## src/rtl/mux2_stream_arbiter.sv

```systemverilog
// mux2_stream_arbiter: merges two valid/ready streams (B, C) onto one
// registered output line. It uses round-robin arbitration between packets,
// and once a packet starts, its source keeps the grant until its last beat.
//
// Handshake: a beat moves across any interface on a rising edge where
// valid and ready are both high. Valid never waits for ready. On the
// outputs, a ready may be high while the matching valid is low; no beat
// moves in that case. At most one input ready is high in any cycle.
module mux2_stream_arbiter #(
  parameter int WIDTH = 2
) (
  input  logic             clk,
  input  logic             rst_n,
  input  logic [WIDTH-1:0] inB_data,
  input  logic             inB_valid,
  input  logic             inB_last,
  output logic             inB_ready,
  input  logic [WIDTH-1:0] inC_data,
  input  logic             inC_valid,
  input  logic             inC_last,
  output logic             inC_ready,
  output logic [WIDTH-1:0] out_data,
  output logic             out_sel,
  output logic             out_last,
  output logic             out_valid,
  input  logic             out_ready,
  output logic [1:0]       state_dbg
);

  typedef enum logic [1:0] {
    IDLE   = 2'd0,
    LOCK_B = 2'd1,
    LOCK_C = 2'd2
  } state_t;

  state_t state, state_nx;
  logic   prio, prio_nx;   // 0 = B goes first on a tie, 1 = C
  logic   grant_b, grant_c;
  logic   load_en;
  logic   accept_b, accept_c;

  assign state_dbg = state;

  // Grant selection, input readies and next-state / priority update.
  always_comb begin
    grant_b   = 1'b0;
    grant_c   = 1'b0;
    state_nx  = state;
    prio_nx   = prio;
    load_en   = ~out_valid | out_ready;
    case (state)
      IDLE: begin
        if (inB_valid && inC_valid) begin
          grant_b = ~prio;
          grant_c = prio;
        end else begin
          grant_b = inB_valid;
          grant_c = inC_valid;
        end
      end
      LOCK_B:  grant_b = 1'b1;
      LOCK_C:  grant_c = 1'b1;
      default: ;
    endcase
    // rst_n gates the readies so nothing is acknowledged while held in reset.
    inB_ready = load_en & grant_b & rst_n;
    inC_ready = load_en & grant_c & rst_n;
    accept_b  = inB_ready & inB_valid;
    accept_c  = inC_ready & inC_valid;
    // A last beat closes the packet and hands priority to the other line.
    if (accept_b) begin
      if (inB_last) begin
        state_nx = IDLE;
        prio_nx  = 1'b1;
      end else begin
        state_nx = LOCK_B;
      end
    end else if (accept_c) begin
      if (inC_last) begin
        state_nx = IDLE;
        prio_nx  = 1'b0;
      end else begin
        state_nx = LOCK_C;
      end
    end
  end

  // Arbitration state and priority pointer.
  always_ff @(posedge clk or negedge rst_n) begin
    if (!rst_n) begin
      state <= IDLE;
      prio  <= 1'b0;
    end else begin
      state <= state_nx;
      prio  <= prio_nx;
    end
  end

  // Output slot: load on an accepted beat, otherwise drain when consumed.
  always_ff @(posedge clk or negedge rst_n) begin
    if (!rst_n) begin
      out_valid <= 1'b0;
      out_data  <= '0;
      out_sel   <= 1'b0;
      out_last  <= 1'b0;
    end else if (accept_b || accept_c) begin
      out_valid <= 1'b1;
      out_data  <= accept_c ? inC_data : inB_data;
      out_last  <= accept_c ? inC_last : inB_last;
      out_sel   <= accept_c;
    end else if (out_ready) begin
      out_valid <= 1'b0;
    end
  end

endmodule

```

## config.mk

```make
export PLATFORM = sky130hd
export DESIGN_NAME = mux2_stream_arbiter
export DESIGN_NICKNAME = d
export VERILOG_FILES = /design/src/rtl/mux2_stream_arbiter.sv
export SDC_FILE = /design/constraint.sdc
export NUM_CORES = 1
export LEC_CHECK = 0
export ABC_CLOCK_PERIOD_IN_PS = 1530
export CAP_MARGIN = 5
export CELL_PAD_IN_SITES_DETAIL_PLACEMENT = 1
export CELL_PAD_IN_SITES_GLOBAL_PLACEMENT = 2
export CORE_MARGIN = 4
export CORE_UTILIZATION = 23
export CTS_BUF_LIST = sky130_fd_sc_hd__clkbuf_4 sky130_fd_sc_hd__clkbuf_8
export CTS_CLUSTER_SIZE = 30
export DETAILED_ROUTE_END_ITERATION = 12
export PLACE_DENSITY = 0.76
export SYNTH_ARGS = -nofsm -noshare
export SYNTH_HDL_FRONTEND = slang
export SYNTH_SLANG_ARGS = --single-unit
```

## constraint.sdc

```tcl
create_clock -name clk -period 1.53 [get_ports clk]
set_input_delay 0.153 -clock clk [delete_from_list [all_inputs] [get_ports clk]]
set_output_delay 0.153 -clock clk [all_outputs]
set_load 0.005 [all_outputs]
```

# Word level (Yosys, flattened, before mapping)
# Index checks and enable logic that the tools add are counted.
dict set report word_totals {
  ramBits 0
  reg_bits 8
  n_memories 0
  in_bits 11
  elab_cells 41
  out_inout_bits 9
  romBits 0
  latch_bits 0
}
dict set report classes {
  div 0
  addsub 0
  reduce_logical 7
  n_eq_ne 3
  n_mux 16
  magnitude_cmp 0
  n_bitwise 9
  n_mul 0
  shifts 0
}
# cell n
set op_table {}
lappend op_table {{1-bit two-way mux} 10}
lappend op_table {{2-bit two-way mux} 4}
lappend op_table {{1-bit bitwise AND} 6}
lappend op_table {{2-bit nonzero test} 3}
lappend op_table {{1-bit one-hot mux with 2 select lines} 2}
lappend op_table {{3-bit AND reduction} 1}
lappend op_table {{2-bit by 1-bit == test with 1-bit output, second input constant} 1}
lappend op_table {{2-bit == test, second input constant} 1}
lappend op_table {{2-bit logical NOT} 1}
lappend op_table {{2-bit != test, second input constant} 1}
lappend op_table {{1-bit inverter} 2}
lappend op_table {{1-bit logical AND} 1}
lappend op_table {{1-bit logical OR} 1}
lappend op_table {{1-bit bitwise OR} 1}

# Longest topological paths before layout
# Gate-level depths: netlist of run 1.
dict set report logic_depth {
  ltp_word 8
  depth_mapped 4
  mapped_depth_nobuf 4
}

# Worst setup path before layout of run 1
# No wires, ideal clock.
dict set report synth_path {
  kind {reg-to-reg}
  startpoint {reg prio}
  endpoint {reg state[1], in the netlist state_dbg[1]}
  path_buffers 0
  setup_ns 0.125
  required_ns 1.405
  path_stages_with_launch 4
  t_arrival_ns 1.161
  setup_slack_ns 0.244
  period_less_slack_ns 1.286
  cell_sequence {dfrtp_1 -> nand2b_2 -> o2111ai_4 -> mux2_4}
}
dict set report synth_via {
  elab_chain_len 7
  elab_cells_between_ends 13
  cone_classes {mux: 5; bitwise: 7; reduce/logical: 1}
}
# element line
set synth_lines {}
lappend synth_lines {{from (decl)} 37} ;# logic prio, prio_nx;
lappend synth_lines {{from (signal assigned)} 95} ;# prio <= prio_nx;
lappend synth_lines {{1-bit inverter} 54} ;# grant_b = ~prio;
lappend synth_lines {{1-bit two-way mux} 53} ;# if (inB_valid && inC_valid) begin
lappend synth_lines {{1-bit one-hot mux with 2 select lines} 51} ;# case (state)
lappend synth_lines {{1-bit bitwise AND (2 in series)} 66} ;# inB_ready = load_en & grant_b & rst_n;
lappend synth_lines {{1-bit bitwise AND} 68} ;# accept_b = inB_ready & inB_valid;
lappend synth_lines {{2-bit two-way mux / 2-bit nonzero test (equally long branches)} n/a}
lappend synth_lines {{to (signal assigned)} 94} ;# state <= state_nx;
lappend synth_lines {{to (decl)} 36} ;# state_t state, state_nx;
# Several ways; a longest one is shown, not always the timed one.
# A chain may end at the register's enable or synchronous reset.

# Final worst setup path of run 1
dict set report layout_path {
  startpoint {reg prio}
  endpoint {out inC_ready}
}
dict set report layout_via {
  elab_chain_len 4
}
# element line
set layout_lines {}
lappend layout_lines {{1-bit two-way mux} 53}
lappend layout_lines {{1-bit one-hot mux with 2 select lines} 51}
lappend layout_lines {{1-bit bitwise AND (2 in series)} 67} ;# inC_ready = load_en & grant_c & rst_n;
lappend layout_lines {{to (decl)} 21} ;# output logic inC_ready,
# No other way between the ends.

==> results.json, run 1 <==
{
  "grt_max_degree": 8,
  "final.min_clock_period_ps": 1440,
  "nets": 86,
  "final.setup.worst_slack_ps": 91.7,
  "vias_per_cell": 4.34,
  "layoutNonFillerInstCount": 98,
  "fill_cells": 211,
  "violations": "negative hold slack",
  "cts_buffers": 3,
  "power_switching_mw": 0.364,
  "drive_above_1_share_pct": 30.1,
  "gp_congestion": 0.719,
  "skew_ps": 5.23,
  "clk_latency_ps": 250,
  "syn_avg_cell_area_sq_um": 10.1,
  "synth-seq-area-share_pct": 48.2,
  "worstMarginPinSlew_ps": 303,
  "clkSlewWorstSetupHoldPaths_ps": 50,
  "swShare_pct": 32.6,
  "critPathMaxFanout": 3,
  "power.internal_mw": 0.753,
  "seqPwrFrac_pct": 38.2,
  "fin_crit_sh_pct": 94.0,
  "setup_violations": 0,
  "worst_setup_path_start_kind": "register",
  "final_cell_mix": "clkdlybuf4s50_1, nand2_1, buf_4, dfrtp_1",
  "final_common_cell": "clkdlybuf4s50_1",
  "power_density_nw_per_um2": 1520,
  "cts_hold_buf": 0,
  "cts_tree": "yes",
  "ios": 20,
  "dr.pass1.iters": 2,
  "placed_cells": 95,
  "met1_usage_pct": 11.5,
  "critPathCaptureType": "primary output",
  "drt-total-wl_microns": 1150,
  "grt-busiest-layer": "met2",
  "grt_overflow": 0,
  "preCtsSetupSlack_ps": -121,
  "fp.dieH_microns": 50.5,
  "drcViolationCount": 0,
  "multi_input_area_sq_um": 211,
  "synth_seq_cells": 8,
  "grt_pass1_wl_microns": 1930,
  "die_w_microns": 50.5,
  "vias": 425,
  "fmax_mhz": 695,
  "status": "complete, but fails checks",
  "die-area_sq_um": 2550,
  "cts_buffer_depth": 2,
  "grt_pass1_vias": 432,
  "worst_ep_required_time_ps": 1380,
  "p_leak_nw": 0.321,
  "wire_per_inst_microns": 11.7,
  "startpoint": "prio",
  "antenna_found_initial": 0,
  "synth_nets": 52,
  "area_growth_pct": 76.5,
  "relSlewSlack_pct": 79.8,
  "criticalPathCategory": "reg -> out",
  "rsz0062_at_grt": "no",
  "seqCellArea_sq_um": 203,
  "crit_path_max_incr_delay_ps": 390,
  "syn_inst": 41,
  "r2r_start": "prio",
  "cp_slowest_cell": "dfrtp_1",
  "htreeDepth": 1,
  "cap_violations": 0,
  "rows": 15,
  "cts-root-buf": "clkbuf_4",
  "hold-worst-slack_ps": -6.16,
  "start_util_pct": 24.1,
  "grt_use_met3_pct": 4.45,
  "yosysWarnings": 0,
  "synthDistinctLibCells": 16,
  "hold_path_class": "in -> async",
  "dp.final_hpwl_microns": 947,
  "crit_path_cell_trace": "nand2b_2, a21oi_1, nor3_1, dlygate4sd2_1",
  "p_clk_share_pct": 14.0,
  "synthesis.area_sq_um": 415,
  "pwr-share-comb_pct": 47.8,
  "ant_nets": 0,
  "fp.coreArea_sq_um": 1730,
  "clock_sinks": 8,
  "grt_util_met2_pct": 16.5,
  "finalHoldViolCount": 1,
  "cts_setup_buffers": 0,
  "slew_viol_final": 0,
  "port_buffers": 19,
  "gr-usage-all-layers_pct": 10.7,
  "cp.arrival_ps": 1290,
  "num_antenna_cells": 0,
  "worst_ir_drop_vdd_v": 0.000779,
  "drt_iter0_markers": 5,
  "finalPower_mw": 1.12
}
[layout make-up]
cell class | instances | share of cell area [%]
repair buffers | 29 | 35.7
multi-input cells | 32 | 28.8
flip-flops and latches | 8 | 27.6
well taps | 25 | 4.27
clock buffers | 3 | 3.07
inverters | 1 | 0.512
[power groups by stage]
| stage | Sequential [mW] | Clock [mW] | Combinational, mW |
|---|---|---|---|
| 2_1_floorplan | 0.416 | 0 | 0.207 |
| 3_3_place_gp | 0.422 | 0 | 0.543 |
| 3_5_place_dp | 0.428 | 0 | 0.553 |
| 4_1_cts | 0.430 | 0.162 | 0.544 |
| 5_1_grt | 0.447 | 0.181 | 0.580 |
| 6_report | 0.427 | 0.156 | 0.534 |
[worst max-delay path, delay by kind of cell, from the launching register on]
kind	cells	cell delay, ps
flops	1	390
buf+inv	1	260
simple gates	2	240
compound gates	1	140
[cell families (layout without fill, tap and decap cells)]
group / after synthesis / in the layout / share of synthesized area, %
compound gates: 10 / 10 / 22.6
buf+inv: 1 / 33 / 0.903
flops: 8 / 8 / 48.2
mux: 1 / 1 / 3.61
simple gates: 21 / 21 / 24.7
[final timing paths]
| kind | to | depth (start not counted) | slack (ps) |
|---|---|---|---|
| max in group asynchronous | state_dbg[0] | 2 | 1360 |
| setup / recovery | inC_ready | 4 | 90 |
| hold reg to reg | out_sel | 2 | 480 |
| min in group clk | out_data[0] | 3 | 470 |
| hold / removal | state_dbg[1] | 2 | -6 |
| setup reg to reg | state_dbg[1] | 4 | 160 |
[metrics by stage]
| step | hold WS (ps) | TNS (ps) | util (%) | instance area (sq um) |
|---|---|---|---|---|
| after global placement | 464 | -218 | 41.2 | 712 |
| after detailed placement | 480 | -407 | 41.2 | 712 |
| final | -6.16 | 0 | 42.5 | 733 |
| after floorplan | -143 | 0 | - | 415 |
| after CTS | 5.52 | 0 | 42.5 | 733 |
| after global routing | 6.51 | 0 | 42.5 | 733 |
[synth_stat cells]
master | number | area (sq um)
inv_1 | 1 | 3.75
nand2_1 | 11 | 41.3
nand3_1 | 1 | 5.00
dfrtp_1 | 8 | 200
o2111ai_4 | 1 | 26.3
o2111ai_2 | 1 | 15.0
nor2_1 | 3 | 11.3
mux2_4 | 1 | 15.0
nor3_1 | 2 | 10.0
o21ai_1 | 1 | 5.00
a31oi_1 | 3 | 18.8
o21a_1 | 1 | 7.51
nand2b_2 | 2 | 17.5
o2111a_1 | 1 | 11.3
nor2b_2 | 2 | 17.5
a21oi_1 | 2 | 10.0
[state kept, by name, indices dropped and copies added (netlist names)]
register	count
state_dbg	2
out_valid	1
prio	1
out_data	2
out_last	1
out_sel	1
[layer usage]
metal	wire length (microns)	up-vias
met5	0	-
met3	89	4
met2	515	15
li1	-	210
met1	504	196
met4	42	0
[repair_timing]
item,4_1_cts,5_1_grt
endpoints found under the hold margin,0,0
endpoints found under the setup margin,2,0
resized for setup,5,0
Power figures use the tool's default switching activity.
==> run 2, diff against run 1 <==
Settings changed: CAP_MARGIN 5 to not set, CORE_MARGIN 4 to 2.
==> results.json, run 2 (synthesis results as in run 1) <==
{
  "htreeDepth": 1,
  "num_antenna_cells": 0,
  "cts_buffers": 3,
  "start_util_pct": 24.3,
  "slew_viol_final": 0,
  "fp.coreArea_sq_um": 1710,
  "status": "finished clean",
  "hold_path_class": "in -> async",
  "dr.pass1.iters": 2,
  "clock_sinks": 8,
  "cts_hold_buf": 0,
  "setup_violations": 0,
  "crit_family": "flip-flops",
  "worst_setup_path_start_kind": "register",
  "worst_ir_drop_vdd_v": 0.000622,
  "area_growth_pct": 78.3,
  "cts_setup_buffers": 0,
  "final.setup.worst_slack_ps": 83.0,
  "gp_congestion": 0.745,
  "criticalPathCategory": "reg -> out",
  "rsz0062_at_grt": "yes",
  "grt_pass1_wl_microns": 1930,
  "finalPower_mw": 1.12,
  "finalHoldViolCount": 0,
  "nets": 87,
  "final.min_clock_period_ps": 1450,
  "drive_above_1_share_pct": 29.7,
  "skew_ps": 4.24,
  "relSlewSlack_pct": 78.2,
  "rr_worst_depth": 4,
  "crit_buf_inv": 1,
  "preCtsSetupSlack_ps": -132,
  "rrSetupSlack_ps": 150,
  "cts_tree": "yes",
  "critPathMaxFanout": 3,
  "gr-usage-all-layers_pct": 13.4,
  "cts_resized": 3,
  "die_w_microns": 46.5,
  "cp_slowest_cell": "dfrtp_1",
  "antenna_found_initial": 0,
  "final_common_cell": "clkdlybuf4s50_1",
  "fill_cells": 195,
  "rows": 15,
  "crit_path_cell_trace": "nand2b_2, a21oi_1, nor3_1, dlygate4sd2_1",
  "vias_per_cell": 4.49,
  "worst_ep_required_time_ps": 1380,
  "cts_buffer_depth": 2,
  "clk_latency_ps": 250,
  "grt_overflow": 0,
  "die-area_sq_um": 2160,
  "r2r_end": "state_dbg[1]",
  "crit_path_max_incr_delay_ps": 400,
  "drt-total-wl_microns": 1170,
  "cts-root-buf": "clkbuf_4",
  "ant_nets": 0,
  "port_buffers": 19,
  "cap_violations": 0,
  "grt_max_degree": 8,
  "final_cell_mix": "clkdlybuf4s50_1, nand2_1, buf_4, dfrtp_1",
  "wire_per_inst_microns": 11.8,
  "seqCellArea_sq_um": 201,
  "cp.arrival_ps": 1290,
  "multi_input_area_sq_um": 211,
  "hold-worst-slack_ps": 199,
  "dp.final_hpwl_microns": 961,
  "worstMarginPinSlew_ps": 327,
  "fmax_mhz": 691,
  "fin_util_pct": 43.4,
  "fin_crit_sh_pct": 94.6,
  "fp.dieH_microns": 46.5,
  "power_density_nw_per_um2": 1510,
  "p_leak_nw": 0.325,
  "ios": 20,
  "vias": 445,
  "grt_pass1_vias": 465,
  "clkSlewWorstSetupHoldPaths_ps": 50,
  "drcViolationCount": 0,
  "r2r_start": "prio",
  "critPathCaptureType": "primary output",
  "drt_iter0_markers": 2
}
==> run 2: cell types whose count changed in the layout (fill, tap and decap cells not counted), sizes merged <==
| cell | delta |
|---|---|
| buf | +1 |
| clkdlybuf4s50 | +1 |
| dlygate4sd2 | -1 |
==> run 2: area by class of cell <==
cell class | count | share of cell area (%)
tap | 25 | 4.22
sequential | 8 | 27.2
multi-input combinational | 32 | 28.5
timing repair buffer | 30 | 36.5
inverter | 1 | 0.507
clock buffer | 3 | 3.04
==> run 2: worst max path at each step <==
stage | cells past startpoint | slack [ps] | end | from
global placement | 5 | -80 | inB_ready | out_ready
CTS | 1 | 60 | state_dbg[1] | state_dbg[1]
finish | 4 | 80 | inC_ready | prio
detailed placement | 5 | -130 | inB_ready | out_ready
floorplan | 3 | 240 | state_dbg[1] | prio
global route | 4 | -9 | inC_ready | prio
==> run 2: metrics by stage <==
step / area (sq um) / std cells / TNS, ps
global placement: 719 / 96 / -210
floorplan: 415 / 41 / 0
finish: 741 / 99 / 0
global route: 741 / 99 / -9.02
CTS: 741 / 99 / 0
detailed placement: 719 / 96 / -493
==> run 2: where the power goes <==
group / internal [mW] / total [mW] / leakage [nW] / switching, mW
combinational: 0.344 / 0.537 / 0.218 / 0.193
sequential: 0.319 / 0.426 / 0.0938 / 0.107
clock: 0.0894 / 0.156 / 0.0138 / 0.0668
total: 0.752 / 1.12 / 0.325 / 0.367
==> run 2: worst reg2reg max path: stages (launching register included) <==
cell	delay, ps
dfrtp_1	400
nand2b_2	190
buf_4	140
o2111ai_4	210
mux2_4	320
==> run 2: routing by layer <==
metal	GRT usage, %	up-vias	share of wire (%)
li1	-	212	-
met1	14.2	218	43
met2	20.8	13	48
met3	5.49	2	6.5
met4	10.3	0	2.1
met5	0	-	0
==> run 3, diff against run 2 <==
Settings changed: ABC_CLOCK_PERIOD_IN_PS 1530 to 1600, CAP_MARGIN set to 20.
Clock period 1.53 ns to 1.6 ns, I/O delays scaled along.
==> results of run 3 <==
Same layout as run 2 (identical final DEF). Status: finished clean.
Main changes from that run: setup slack after placement -132 ps -> -75.8 ps; setup slack after layout 83.0 ps -> 146 ps; hold slack 199 ps -> 206 ps; register-to-register setup slack 150 ps -> 220 ps; total power 1.12 mW -> 1.07 mW; worst IR drop on VDD 0.000622 V -> 0.000595 V
